[src/rtl/timer_if.sv]
// timer <-> fsm bundle
// fsm drives restart/programming; timer returns expiry and countdown
interface timer_if;
  logic       start_t;
  logic [1:0] interval;
  logic       prog_sync;
  logic [1:0] time_param_sel;
  logic [3:0] time_value;
  logic       expired;
  logic [3:0] seconds_left;

  modport master (
    output start_t,
    output interval,
    output prog_sync,
    output time_param_sel,
    output time_value,
    input  expired,
    input  seconds_left
  );

  modport slave (
    input  start_t,
    input  interval,
    input  prog_sync,
    input  time_param_sel,
    input  time_value,
    output expired,
    output seconds_left
  );
endinterface

[src/rtl/timer.sv]
// Interval timer for the traffic-light fsm
// Holds the three phase durations and counts down the selected one
module timer #(
  parameter int TICKS_PER_SEC = 100_000_000,
  parameter int T_BASE_RST    = 6,
  parameter int T_EXT_RST     = 3,
  parameter int T_YEL_RST     = 2
) (
  input  logic   clk,
  input  logic   reset_n,
  timer_if.slave bus
);

  localparam int PW = $clog2(TICKS_PER_SEC);
  localparam logic [PW-1:0] PMAX = PW'(TICKS_PER_SEC - 1);

  typedef enum logic {
    IDLE,
    RUN
  } state_e;

  state_e        state_q, state_d;
  logic [PW-1:0] presc_q, presc_d;
  logic [3:0]    secs_q, secs_d;
  logic          exp_q, exp_d;
  logic [3:0]    base_q, base_d;
  logic [3:0]    ext_q, ext_d;
  logic [3:0]    yel_q, yel_d;
  logic [3:0]    wr_val;
  logic [3:0]    sel_dur;
  logic          tick;

  assign bus.expired      = exp_q;
  assign bus.seconds_left = secs_q;

  // Duration writes from the programming path; zero is promoted to one
  always_comb begin
    base_d = base_q;
    ext_d  = ext_q;
    yel_d  = yel_q;
    wr_val = (bus.time_value == 4'd0) ? 4'd1 : bus.time_value;
    if (bus.prog_sync) begin
      case (bus.time_param_sel)
        2'b00:   base_d = wr_val;
        2'b01:   ext_d  = wr_val;
        2'b10:   yel_d  = wr_val;
        default: ;
      endcase
    end
  end

  // Duration chosen for a restart, taken from pre-edge register values
  always_comb begin
    sel_dur = base_q;
    case (bus.interval)
      2'b01:   sel_dur = ext_q;
      2'b10:   sel_dur = yel_q;
      default: sel_dur = base_q;
    endcase
  end

  assign tick = (state_q == RUN) && (presc_q == PMAX) && !bus.start_t;

  // Next state: restart beats expiry; prescaler idles at zero
  always_comb begin
    state_d = state_q;
    secs_d  = secs_q;
    presc_d = '0;
    exp_d   = 1'b0;
    if (bus.start_t) begin
      secs_d  = sel_dur;
      state_d = RUN;
    end else if (state_q == RUN) begin
      if (tick) begin
        if (secs_q > 4'd1) begin
          secs_d = secs_q - 4'd1;
        end else begin
          secs_d  = 4'd0;
          exp_d   = 1'b1;
          state_d = IDLE;
        end
      end else begin
        presc_d = presc_q + 1'b1;
      end
    end
  end

  // Countdown state and expiry pulse
  always_ff @(posedge clk or negedge reset_n) begin
    if (!reset_n) begin
      state_q <= IDLE;
      presc_q <= '0;
      secs_q  <= 4'd0;
      exp_q   <= 1'b0;
    end else begin
      state_q <= state_d;
      presc_q <= presc_d;
      secs_q  <= secs_d;
      exp_q   <= exp_d;
    end
  end

  // Programmable duration registers
  always_ff @(posedge clk or negedge reset_n) begin
    if (!reset_n) begin
      base_q <= 4'(T_BASE_RST);
      ext_q  <= 4'(T_EXT_RST);
      yel_q  <= 4'(T_YEL_RST);
    end else begin
      base_q <= base_d;
      ext_q  <= ext_d;
      yel_q  <= yel_d;
    end
  end

endmodule
[src/flat_wrapper.sv]
// flat-port wrapper written by rule: the top's interface ports become plain ports
module timer_flat 
#(
  parameter int TICKS_PER_SEC = 100_000_000,
  parameter int T_BASE_RST    = 6,
  parameter int T_EXT_RST     = 3,
  parameter int T_YEL_RST     = 2
)
  (clk, reset_n, bus_start_t, bus_interval, bus_prog_sync, bus_time_param_sel, bus_time_value, bus_expired, bus_seconds_left);
  timer_if bus_i ();
  input  logic clk;
  input  logic reset_n;
  input wire logic [$bits(bus_i.start_t)-1:0] bus_start_t;
  input wire logic [$bits(bus_i.interval)-1:0] bus_interval;
  input wire logic [$bits(bus_i.prog_sync)-1:0] bus_prog_sync;
  input wire logic [$bits(bus_i.time_param_sel)-1:0] bus_time_param_sel;
  input wire logic [$bits(bus_i.time_value)-1:0] bus_time_value;
  output wire logic [$bits(bus_i.expired)-1:0] bus_expired;
  output wire logic [$bits(bus_i.seconds_left)-1:0] bus_seconds_left;
  assign bus_i.start_t = bus_start_t;
  assign bus_i.interval = bus_interval;
  assign bus_i.prog_sync = bus_prog_sync;
  assign bus_i.time_param_sel = bus_time_param_sel;
  assign bus_i.time_value = bus_time_value;
  assign bus_expired = bus_i.expired;
  assign bus_seconds_left = bus_i.seconds_left;
  timer #(.TICKS_PER_SEC(TICKS_PER_SEC), .T_BASE_RST(T_BASE_RST), .T_EXT_RST(T_EXT_RST), .T_YEL_RST(T_YEL_RST)) u_core (.clk(clk), .reset_n(reset_n), .bus(bus_i));
endmodule
[config.mk]
export PLATFORM = sky130hd
export DESIGN_NAME = timer_flat
export DESIGN_NICKNAME = d
export VERILOG_FILES = /design/src/rtl/timer_if.sv /design/src/rtl/timer.sv /design/src/flat_wrapper.sv
export SDC_FILE = /design/constraint.sdc
export NUM_CORES = 1
export LEC_CHECK = 0
export ABC_CLOCK_PERIOD_IN_PS = 2110
export CAP_MARGIN = 10
export CORE_AREA = 2 2 69 71
export DETAILED_ROUTE_END_ITERATION = 12
export DIE_AREA = 0 0 71 73
export MAX_ROUTING_LAYER = met4
export PLACE_DENSITY = 0.8
export SYNTH_ARGS = -nofsm -noshare
export SYNTH_HDL_FRONTEND = slang
export SYNTH_SLANG_ARGS = --single-unit
[constraint.sdc]
create_clock -name clk -period 2.11 [get_ports clk]
set_input_delay 0.422 -clock clk [delete_from_list [all_inputs] [get_ports clk]]
set_output_delay 0.422 -clock clk [all_outputs]
set_load 0.005 [all_outputs]
# Word level (Yosys, flattened, before mapping)
# Index checks and enable logic that the tools add are counted.
# W data, S select, Z words.
[totals]
word_cells = 43
register_bits = 45
out_inout_bits = 5
inputBits = 12
[op_classes]
n_mux = 17
add_sub_neg = 2
eq_ne = 5
n_reduce_logical = 11
n_lt_le_gt_ge = 1
[op_table]
columns = ["operator", "count"]
rows = [
  ["$mux W27", 3],
  ["$add A27 B1 Y27 const B", 1],
  ["$eq A27 B27 Y1 const B", 1],
  ["$mux W4", 5],
  ["$mux W1", 8],
  ["$pmux W4 S2", 1],
  ["$reduce_and A2 Y1", 4],
  ["$eq A2 B1 Y1 const B", 2],
  ["$eq A2 B2 Y1 const B", 2],
  ["$gt A4 B1 Y1 const B", 1],
  ["$logic_not A4 Y1", 1],
  ["$reduce_bool A2 Y1", 2],
  ["$sub A4 B1 Y4 const B", 1],
  ["$logic_and A1 B1 Y1", 2],
  ["$logic_not A2 Y1", 1],
  ["$logic_not A1 Y1", 1],
]

# Depth between registers and ports, before layout
[logic_depth]
ltp_word = 6
ltp_mapped = 7
mapped_depth_nobuf = 6

# Worst setup path before layout
# OpenSTA, ideal clock, no wires.
[synth_path]
path_type = "register -> register"
start = "register u_core.presc_q[0]"
end = "register u_core.presc_q[25]"
synth_period_minus_slack_ns = 1.928
path_slack_ns = 0.182
n_path_buf = 2
stages_incl_launch_ff = 8
required_time_ns = 1.976
setup_time_ns = 0.134
arrival_ns = 1.794
path_cell_list = "dfrtp_1 ha_1 and3_1 buf_2 nand3_1 o31ai_2 buf_2 a21oi_1"
[synth_via]
elab_chain_len = 6
word_cells_on_any_way = 7
classes_between = "add/sub (1); eq/ne (1); mux (3); reduce/logical (2)"
[synth_rtl]
columns = ["element", "line_no", "rtl"]
rows = [
  ["start, declared", "timer.sv:23", "logic [PW-1:0] presc_q, presc_d;"],
  ["start signal, assigned", "timer.sv:97", "presc_q <= presc_d;"],
  ["parallel branches: the longest is 3 deep, another holds $add A27 B1 Y27", "n/a", ""],
  ["$mux W27 (*)", "timer.sv:74", "if (tick) begin"],
  ["$mux W27 (*)", "timer.sv:73", "end else if (state_q == RUN) begin"],
  ["$mux W27 (*)", "timer.sv:70", "if (bus.start_t) begin"],
  ["net u_core.presc_d[25]", "timer.sv:23", ""],
]
# Mark *: on every way through the listed nets, which the timed path passes.
# A chain may end at the register's enable or synchronous reset.

# Worst setup path after layout
[layout_path]
start = "register u_core.presc_q[12]"
end = "register u_core.secs_q[3], in the netlist u_core.bus.seconds_left[3]"
[layout_via]
elab_chain_len = 5
[layout_rtl]
columns = ["element", "line_no", "rtl"]
rows = [
  ["$eq A27 B27 Y1", "timer.sv:62", "assign tick = (state_q == RUN) && (presc_q == PMAX) && !bus.start_t;"],
  ["$logic_and A1 B1 Y1 (2 in series)", "timer.sv:62", ""],
  ["$reduce_bool A2 Y1 (no source line)", "n/a", ""],
  ["$reduce_and A2 Y1 (no source line)", "n/a", ""],
  ["end signal, assigned", "timer.sv:98", "secs_q <= secs_d;"],
  ["end, declared", "timer.sv:24", "logic [3:0] secs_q, secs_d;"],
]
# No other way between the ends.

==> impl_metrics.toml <==
[grt]
antenna_found_initial = 0
track_usage = 0.2446
grt_pass1_wl_um = 9742
grt_pass1_vias = 2130
gr-total-overflow = 0
grt_max_degree = 46

[clock_network]
cts_made_buffers = 5
cts_hold_repair.buffers = 0
cts.htree.levels = 2
cts.clk_slew.worst_paths_ns = 0.09
clock_latency_ns = 0.31
cts_tree = "done"
clockBufferDepth = 2
cts-root-buf = "clkbuf_8"
clock-sinks = 45
cts_setup_buffers = 0

[worst_setup_path]
worst-setup-path-type = "reg2reg"
cp.required_ns = 2.30
crit_fanout = 6
crit_path_end_kind = "flop"
cp-start-kind = "flop"
arrival_ns = 2.17

[pwr]
internal-power_w = 0.001332
p_switching_w = 0.0004483
total_power_w = 0.001781
p_comb_frac = 0.138
p_leak_nw = 1.145
ir_drop_mv = 0.4703
p_clk_frac = 0.310
switching_share = 0.2517
share_seq_of_total_power = 0.551
powerDensity_mw_per_mm2 = 620.4

[synthesis]
yosysWarnings = 0
synth_nets = 278
syn_area_per_cell_um2 = 9.516
syn_inst = 261
ys_async_sr_fraction = 1.000
synth_top_cell_area_share = 0.4030
ys_ff_latch = 45
synth_most_common_cell = "dfrtp_1"
syn_area_mm2 = 0.002484
synth_area_leaders = "dfrtp_1 (40%), dfstp_2 (5.3%), mux2_2 (4.1%), a21oi_1 (3.8%), nand4_1 (3.5%)"
synth-edff-count = 0
synthTopCellsByCount = "dfrtp_1 (40), a21oi_1 (19), nand2_1 (19), nor2_1 (17), nand4_1 (14)"
yosysSeqAreaShare = 0.4559
yosysUniqueCellTypes = 47
synth_ff_type = "dfrtp_1"
yosysTopAreaCell = "dfrtp_1"

[sta]
tightest_slew_ns = 0.5746
grt_setup_unrepaired = "false"
tns_ns = 0
fin_crit_ns = 1.973
clock.fmax_mhz = 506.8
post-route-period-util = 0.9352
skew_ns = 0.01149
finalSetupViolations = 0
relSlewSlack = 0.6170
finalHoldViolCount = 0
drv_slew = 0
setup_slack_ns = 0.1368
holdWs_ns = 0.1870

[detailed_routing]
routedWlPerCell_um = 16.56
drcViolationCount = 0
drt-initial-drc-count = 219
drt.antenna.violating_nets = 0
totalWireLength_um = 5697
firstDrtPassIters = 5
vias_per_cell = 6.404
num_vias = 2203

[cells_and_area]
area_growth_pct = 15.57
antenna_cells = 0
layout.nets = 306
final_layout_size_suffix_gt1_frac = 0.1517
finish.utilization = 0.6328

[min_path]
hp-class = "in2async"

[placed_design]
dp_hpwl_um = 4064
place_congestion = 0.8398
post-place-ws_ns = 0.1043
portBuffers = 16

[floorplanning]
fp.dieArea_mm2 = 0.005183
die_w_um = 71
die_h_um = 73
row_count = 25
coreArea_mm2 = 0.004536
pin_count = 17
start_util = 0.5476

[job]
max_cap_viol_count = 0

[status]
status = "finished clean"
[sequential cells by signal (all words and copies together), names as in the netlist]
register / count
u_core.presc_q: 27
u_core.bus.seconds_left: 4
u_core.yel_q: 4
u_core.ext_q: 4
u_core.base_q: 4
u_core.state_q: 1
u_core.bus.expired: 1
[routing by layer]
| metal | vias up | global-route usage | part of all wire |
|---|---|---|---|
| li1 | 1038 | - | - |
| met1 | 1084 | 0.3059 | 0.41 |
| met2 | 69 | 0.3863 | 0.50 |
| met3 | 12 | 0.05249 | 0.059 |
| met4 | 0 | 0.1048 | 0.022 |
| met5 | - | - | 0 |
[placed cells by master (no fill, tap or decap), types with 8 or more instances in the layout]
master           netlist  routed
nand3_1               12      12
or3_1                  9       9
nand4_1               14      14
nand2_1               19      19
inv_1                  9       9
mux2_2                 9       9
o31ai_1                9       9
buf_4                  0      15
o21ai_0               10      10
or4_1                  9       8
dfrtp_1               40      40
nor2_1                17      17
clkdlybuf4s50_1        0      15
and3_1                 8       8
a21oi_1               19      19
[kinds of logic (layout without fill, tap and decap cells)]
logic type | Yosys count | count (layout) | synth area share
simple gates | 117 | 117 | 0.2675
compound gates | 56 | 56 | 0.1436
xor+xnor | 8 | 8 | 0.02821
fa+ha+maj | 5 | 5 | 0.02519
flops | 45 | 45 | 0.4559
buf+inv | 19 | 48 | 0.03073
mux | 11 | 11 | 0.04887
[critical path, stage by stage, from the launching register on]
cell and delay [ns]:
dfrtp_1 0.47, nor4_1 0.36, nand4_1 0.33, or3_1 0.43
o311ai_1 0.28
[stage by stage]
| step | cells | area, µm² |
|---|---|---|
| after CTS | 344 | 2867 |
| after global placement | 336 | 2776 |
| final | 344 | 2870 |
| after floorplan | 261 | 2484 |
| after global routing | 344 | 2870 |
| after detailed placement | 336 | 2776 |
[power by group through the flow]
stage	logic [W]	clock network (W)	registers [W]
floorplan	0.000139	0	0.000986
global placement	0.000239	0	0.000996
detailed placement	0.000248	0	0.000997
CTS	0.000249	0.000568	0.000981
global route	0.000275	0.000603	0.000991
finish	0.000246	0.000553	0.000982
[final cells by class]
type	count	area [µm²]
Clock buffer	8	90.09
Tap cell	54	67.56
Sequential cell	45	1132
Inverter	9	33.78
Timing Repair Buffer	31	267.8
Fill cell	370	1665
Multi-Input combinational cell	197	1279
[path summary, 6_finish.rpt]
path                                    start                          to  slack [ns]  cells past startpoint
setup / recovery           u_core.presc_q[12]  u_core.bus.seconds_left[3]        0.14                      4
hold / removal                        reset_n          u_core.presc_q[11]        0.19                      2
setup reg to reg           u_core.presc_q[12]  u_core.bus.seconds_left[3]        0.14                      4
hold reg to reg             u_core.presc_q[0]           u_core.presc_q[0]        0.48                      1
max in group asynchronous             reset_n             u_core.ext_q[3]        1.52                      2
min in group clk            u_core.presc_q[0]           u_core.presc_q[0]        0.48                      1
[what timing repair did]
action	in CTS	in global routing
resized for setup	0	1
hold endpoints to repair	0	0
endpoints found under the setup margin	0	2
Note: power is estimated with default switching activity, not from simulation.
